**config.mk**
```make
export PLATFORM = sky130hd
export DESIGN_NAME = fetch_unit
export DESIGN_NICKNAME = d
export VERILOG_FILES = /design/src/rtl/fetch_unit.sv
export SDC_FILE = /design/constraint.sdc
export NUM_CORES = 1
export LEC_CHECK = 0
export CAP_MARGIN = 20
export CELL_PAD_IN_SITES_DETAIL_PLACEMENT = 0
export CELL_PAD_IN_SITES_GLOBAL_PLACEMENT = 1
export CORE_UTILIZATION = 39
export CTS_CLUSTER_SIZE = 16
export DETAILED_ROUTE_END_ITERATION = 10
export GPL_TIMING_DRIVEN = 0
export PLACE_DENSITY = 0.79
export SLEW_MARGIN = 15
export SYNTH_ARGS = -nofsm -noshare
export SYNTH_HDL_FRONTEND = slang
export SYNTH_SLANG_ARGS = --single-unit
```
**constraint.sdc**
```tcl
create_clock -name clk -period 8.7 [get_ports clk]
set_input_delay 1.74 -clock clk [delete_from_list [all_inputs] [get_ports clk]]
set_output_delay 1.74 -clock clk [all_outputs]
set_load 0.02 [all_outputs]
```
**src/rtl/fetch_unit.sv**
```systemverilog
// Instruction fetch front end: PC register, IDLE/FETCH/ERROR control and a small
// prefetch queue that delivers one instruction per cycle to the consumer.
//
// state | meaning
// IDLE  | fetch disabled, queue may still drain, redirects update PC
// FETCH | fetching one word per cycle into the queue while there is room
// ERROR | sticky fault; no fetch, redirects ignored, queue drains, left only by rst
module fetch_unit #(
    parameter logic [31:0] RESET_PC  = 32'h0000_0000,
    parameter int          MEM_WIDTH = 256,
    parameter int          DEPTH     = 2
) (
    input  logic        clk,
    input  logic        rst,
    input  logic        Run,
    output logic [31:0] Addr,
    input  logic [31:0] Instruction,
    output logic        InstrValid,
    input  logic        InstrReady,
    output logic [31:0] InstrOut,
    output logic [31:0] InstrPC,
    input  logic        Redirect,
    input  logic [31:0] RedirectPC,
    output logic        Error
);

    localparam int          PW      = (DEPTH > 1) ? $clog2(DEPTH) : 1;
    localparam int          CW      = PW + 1;
    localparam logic [31:0] LAST_PC = 32'(MEM_WIDTH - 4);

    typedef enum logic [1:0] {
        IDLE  = 2'd0,
        FETCH = 2'd1,
        ERROR = 2'd2
    } state_t;

    state_t          state;
    logic [31:0]     pc;
    logic            err;
    logic [CW-1:0]   count;
    logic [PW-1:0]   rd_ptr;
    logic [PW-1:0]   wr_ptr;
    logic [31:0]     q_instr [DEPTH];
    logic [31:0]     q_pc    [DEPTH];

    logic redirect_act;
    logic redirect_bad;
    logic pc_ok;
    logic range_fault;
    logic deq;
    logic enq;

    always_comb begin
        redirect_act = Redirect && (state != ERROR);
        redirect_bad = redirect_act && (RedirectPC[1:0] != 2'b00);
        pc_ok        = (pc[1:0] == 2'b00) && (pc <= LAST_PC);
        range_fault  = (state == FETCH) && !pc_ok;
        deq          = (count != '0) && InstrReady && !redirect_act;
        enq          = (state == FETCH) && Run && !redirect_act && pc_ok
                       && ((count < CW'(DEPTH)) || deq);
    end

    always_ff @(posedge clk) begin
        if (rst) begin
            state  <= IDLE;
            pc     <= RESET_PC;
            err    <= 1'b0;
            count  <= '0;
            rd_ptr <= '0;
            wr_ptr <= '0;
        end else begin
            if (redirect_act) begin
                count  <= '0;
                rd_ptr <= '0;
                wr_ptr <= '0;
            end else begin
                if (enq) wr_ptr <= wr_ptr + PW'(1);
                if (deq) rd_ptr <= rd_ptr + PW'(1);
                if (enq && !deq)      count <= count + CW'(1);
                else if (!enq && deq) count <= count - CW'(1);
            end

            // A misaligned redirect leaves PC where it was; ERROR then freezes it.
            if (redirect_act && !redirect_bad) pc <= RedirectPC;
            else if (enq)                      pc <= pc + 32'd4;

            if (state != ERROR) begin
                if (redirect_bad || (!redirect_act && range_fault)) begin
                    state <= ERROR;
                    err   <= 1'b1;
                end else begin
                    state <= Run ? FETCH : IDLE;
                end
            end
        end
    end

    always_ff @(posedge clk) begin
        if (!rst && enq) begin
            q_instr[wr_ptr] <= Instruction;
            q_pc[wr_ptr]    <= pc;
        end
    end

    always_comb begin
        Addr       = pc;
        Error      = err;
        InstrValid = (count != '0);
        InstrOut   = InstrValid ? q_instr[rd_ptr] : 32'h0;
        InstrPC    = InstrValid ? q_pc[rd_ptr]    : 32'h0;
    end

endmodule

```
Word level (Yosys, flattened, before mapping):

Memories as Yosys holds them, arrays and structs flattened. A register that Yosys moved wholly into a read port is not among the register bits.
Cells that the tools add are included.

* equal/unequal tests: 2
* mux-type cells: 14
* $lt $le $gt $ge: 2
* reductions and logical operators: 30
* $add $sub $neg: 5

Operators by type and width (count)
* $mux 32: 4
* $add 32x3->32 const B: 1
* $le 32x8->1 const B: 1
* $logic_and 1x1->1: 15
* $reduce_bool 2->1: 4
* $mux 1: 7
* $logic_not 1->1: 6
* $mux 2: 3
* $add 1x1->1 const B: 2
* $add 2x1->2 const B: 1
* $eq 2x1->1 const B: 1
* $logic_not 2->1: 1
* $logic_or 1x1->1: 2
* $lt 2x2->1 const B: 1
* $ne 2x2->1 const B: 1
* $reduce_and 2->1: 1
* $reduce_or 2->1: 1
* $sub 2x1->2 const B: 1

* memories kept: 2
* RAM bits: 128
* output and inout bits: 98
* input bits: 69
* bits in registers: 39
* logic and storage cells: 61

Memory list
* q_instr: depth 2, width 32, rd ports 1, clocked after memory_dff 1, wr ports 1, line 43 `logic [31:0] q_instr [DEPTH];`
* q_pc: depth 2, width 32, rd ports 1, clocked after memory_dff 1, wr ports 1, line 44 `logic [31:0] q_pc [DEPTH];`

Logic depth before layout (Yosys ltp):

* depth after elaboration: 10
* depth in mapped cells: 8
* gate-level depth less buffers: 8

Least setup slack after synthesis:

OpenSTA, ideal clock, no wires.

* path kind: input-to-reg
* start: input Redirect
* end: memory q_instr[0][0] (enable)
* stages: 4
* required time: 8.122 ns
* slack: 1.122 ns
* setup time: 0.578 ns
* arrival time: 7.000 ns
* buffers on the path: 0
* cells stage by stage: inv_1 o2111ai_4 nor3_4 nor3b_1

* longest elaborated chain between the ends: 8
* elaborated cells between the ends (all ways): 10
* those cells by class: 2 x mux; 8 x reduce/logical

Ends and longest elaborated chain
* start, declared: line 22 `input logic Redirect,`
* $logic_and 1x1->1 *: line 54 `redirect_act = Redirect && (state != ERROR);`
* $logic_not 1->1 *: line 58, 59
* $logic_and 1x1->1, on equally long branches: line 59, 58
* $logic_and 1x1->1 or $logic_or 1x1->1 (tied branches): line 59, 60
* $logic_and 1x1->1 *: line 60 `&& ((count < CW'(DEPTH)) || deq);`
* via enq: line 51 `logic enq;`
* $logic_and 1x1->1 *: line 99 `if (!rst && enq) begin`
* $mux 1 *: line 99
* $mux 1 (implied by the code) *: line 100 `q_instr[wr_ptr] <= Instruction;`
* end, declared: line 43

Mark *: on every way through the listed nets, which the timed path passes. The rest lies on a longest branch.

==> out/results.txt <==
share of layout cells above drive strength 1 - 7.567%
cts hold-fix bufs - 0
Critical R2R Launch - Addr[12]
Root Buffer - clkbuf_16
largest net degree at the start of global routing - 39
clock buffer count from CTS - 17
CP endpoint - InstrPC[27]
Final Worst Setup Slack - 4.102 ns
status - complete, no violations
synthesis-stage register bit count - 168
endpoints failing hold - 0
Residual DRC - 0
Clock Path Buffers - 2
final instance area - 9026 um^2
RSZ-0062 raised after global routing - false
Clock power frac - 41.9%
post-DR vias/cell - 4.698
Critical Path RT - 6.96 ns
worst reg2reg path depth - 6
HPWL after DPL - 10020 um
min Tclk post-route - 4.598 ns
sequential share of the synthesized area - 71.81%
core area - 16060 um^2
RePlAce Congestion - 0.7837
Avg WL per Cell - 15.91 um
depth of the CTS H-tree - 4
Hold Startpoint - Error
DRT Pass-1 Iters - 4
synthesized cell area - 6467 um^2
nets - 732
die height - 130.8 um
I/O pin cnt - 167
Slew @ Worst Pin - 0.7857 ns
Power Total - 0.001681 W
clk_skew - 0.007970 ns
synth top area cells - edfxtp_1 (59%), dfxtp_1 (12%), mux2i_1 (10%)
gate count of the mapped netlist - 470
Max IR drop VDD - 0.1265 mV
R2R Setup Slk - 5.47 ns
Post-synth EDFFs - 128
Worst path slowest cell - buf_1
critical path arrival - 2.86 ns
P_leak - 2.804 nW
ANT nets after route - 0
worst-path cell chain - clkbuf_1 > buf_1 > mux2i_1 > nor2_1 > clkdlybuf4s50_1
maxcap violations - 0
postcts setup bufs - 0
first-pass GRT wire length - 21270 um
ys async rst share - 0%
Reg power frac - 52.2%
switching share of power - 20.89%
Post-synth top flop - edfxtp_1
Largest stage delay, worst path - 0.64 ns
Final Util - 56.21%
CP Capture Type - output pin
diode count - 0
CP Max Fanout - 10
number of synthesis warnings - 0
Synth top area share - 59.43%
Clock Latency Late Sink - 0.41 ns
Syn Nets - 541
Power Density - 186.2 nW/um^2
Pins Over Slew Limit - 0
initial antenna violation count - 0
Netlist cell types - 34
FP Rows - 46
final worst path period share - 52.85%
Pint - 0.001330 W
combinational power share - 6.0%
TritonCTS clock tree - done
PostCTS Resize Cnt - 0
area leader, netlist - edfxtp_1
sw power - 0.0003510 W
GRT overflow - 0
placed inst area - 8466 um^2
IO buf count - 165
Routed WL - 14160 um
pre-CTS WS - 4.177 ns
final setup violation count - 0
vias in the first global route - 4200
Max Fclk - 217.5 MHz
Sink Count - 168
initial drt markers - 167
DIE WIDTH - 130.8 um
clk slew on worst S/H paths - 0.06 ns
Rel. slew slack - 47.39%
reg-to-reg endpoint - q_instr[0][28]
kind of critical path - reg -> out
die area - 17100 um^2
startpoint types - flip-flop
Vias - 4181
Synth-to-Final Area Change - 39.56%
Total GRT Usage - 16.86%
syn_area_per_cell - 13.76 um^2
Starting Density - 40.28%
Min-Delay Path Class - reg -> reg
-- routing by layer --
layer | vias to the layer above | part of all wire [%] | GRT usage, %
met3 | 14 | 6.0 | 5.212
met4 | 0 | 1.2 | 6.220
met1 | 1967 | 45 | 20.33
li1 | 2073 | - | -
met5 | - | 0 | 0
met2 | 127 | 48 | 28.42
-- power by group through the flow --
| stage | clock, W | sequential (W) | combinational [W] |
|---|---|---|---|
| 2_1_floorplan | 0 | 0.000898 | 0.0000334 |
| 3_3_place_gp | 0 | 0.000893 | 0.0000990 |
| 3_5_place_dp | 0 | 0.000894 | 0.000101 |
| 4_1_cts | 0.000724 | 0.000876 | 0.000102 |
| 5_1_grt | 0.000754 | 0.000877 | 0.000108 |
| 6_report | 0.000704 | 0.000876 | 0.000100 |
-- state kept, by name, summed over array words and instances, names as in the netlist, named ones only --
register	count
q_instr	64
q_pc	64
state	2
rd_ptr	1
Error	1
wr_ptr	1
count	2
Addr	32
-- cells in the final DEF, fill, tap and decap left out, types with 3 or more instances in the layout --
cell type and instances:
clkdlybuf4s50_1 165, edfxtp_1 128, nor2_1 81, mux2i_1 66, nand2_1 50, dfxtp_1 40, a21oi_1 26, clkbuf_16 17
clkbuf_1 14, buf_1 11, nand3_1 7, clkinvlp_4 7, xnor2_1 6, nor4_1 5, buf_4 5, nor4_2 4
inv_1 4, nand2b_1 3, xor2_1 3
-- synth_stat cells, types with 3 or more instances --
cell type  number
a21oi_1        26
nand2b_1        3
nand3_1         7
dfxtp_1        40
nor2_1         81
nor4_1          5
xor2_1          3
xnor2_1         6
nand2_1        50
mux2i_1        66
edfxtp_1      128
inv_1           4
nor4_2          4
clkbuf_1       11
buf_1          11
-- metrics by stage --
step / std cells / setup TNS (ns) / hold WS, ns
2_1_floorplan: 470 / 0 / 0.4725
5_1_grt: 890 / 0 / 0.5289
6_report: 890 / 0 / 0.4959
3_5_place_dp: 858 / 0 / 0.4725
3_3_place_gp: 851 / -144.38 / 0.4734
4_1_cts: 890 / 0 / 0.5004
-- how the worst min path moves through the flow --
stage                     cells past startpoint  slack, ns         to
after floorplan                               2       0.47  flip-flop
after global placement                        1       0.47      Error
after detailed placement                      1       0.47      Error
after CTS                                     1       0.50      Error
after global routing                          2       0.53   Addr[26]
final                                         1       0.50      Error
-- cells by family after synthesis --
family	share of synthesized area, %
buffers and inverters	1.586
AOI/OAI and AO/OA	3.579
and+or+nand+nor	11.20
DFF	71.81
xor gates and xnor gates	1.219
muxes	10.21
adders and majority gates	0.3869
-- area by class of cell --
| class | instances | area, um^2 |
|---|---|---|
| Fill cell | 1341 | 7032 |
| Sequential cell | 168 | 4644 |
| Multi-Input combinational cell | 275 | 1728 |
| Timing Repair Buffer | 172 | 1720 |
| Clock buffer | 22 | 464.2 |
| Tap cell | 216 | 270.3 |
| Clock inverter | 10 | 96.34 |
| Buffer | 23 | 87.58 |
| Inverter | 4 | 15.01 |
-- critical path: cells and delay by family (launching register included) --
kind | cells | cell delay [ns]
mux | 1 | 0.17
flops | 1 | 0.30
buf+inv | 3 | 1.81
simple gates | 1 | 0.17
(Power assumes the default switching activity.)
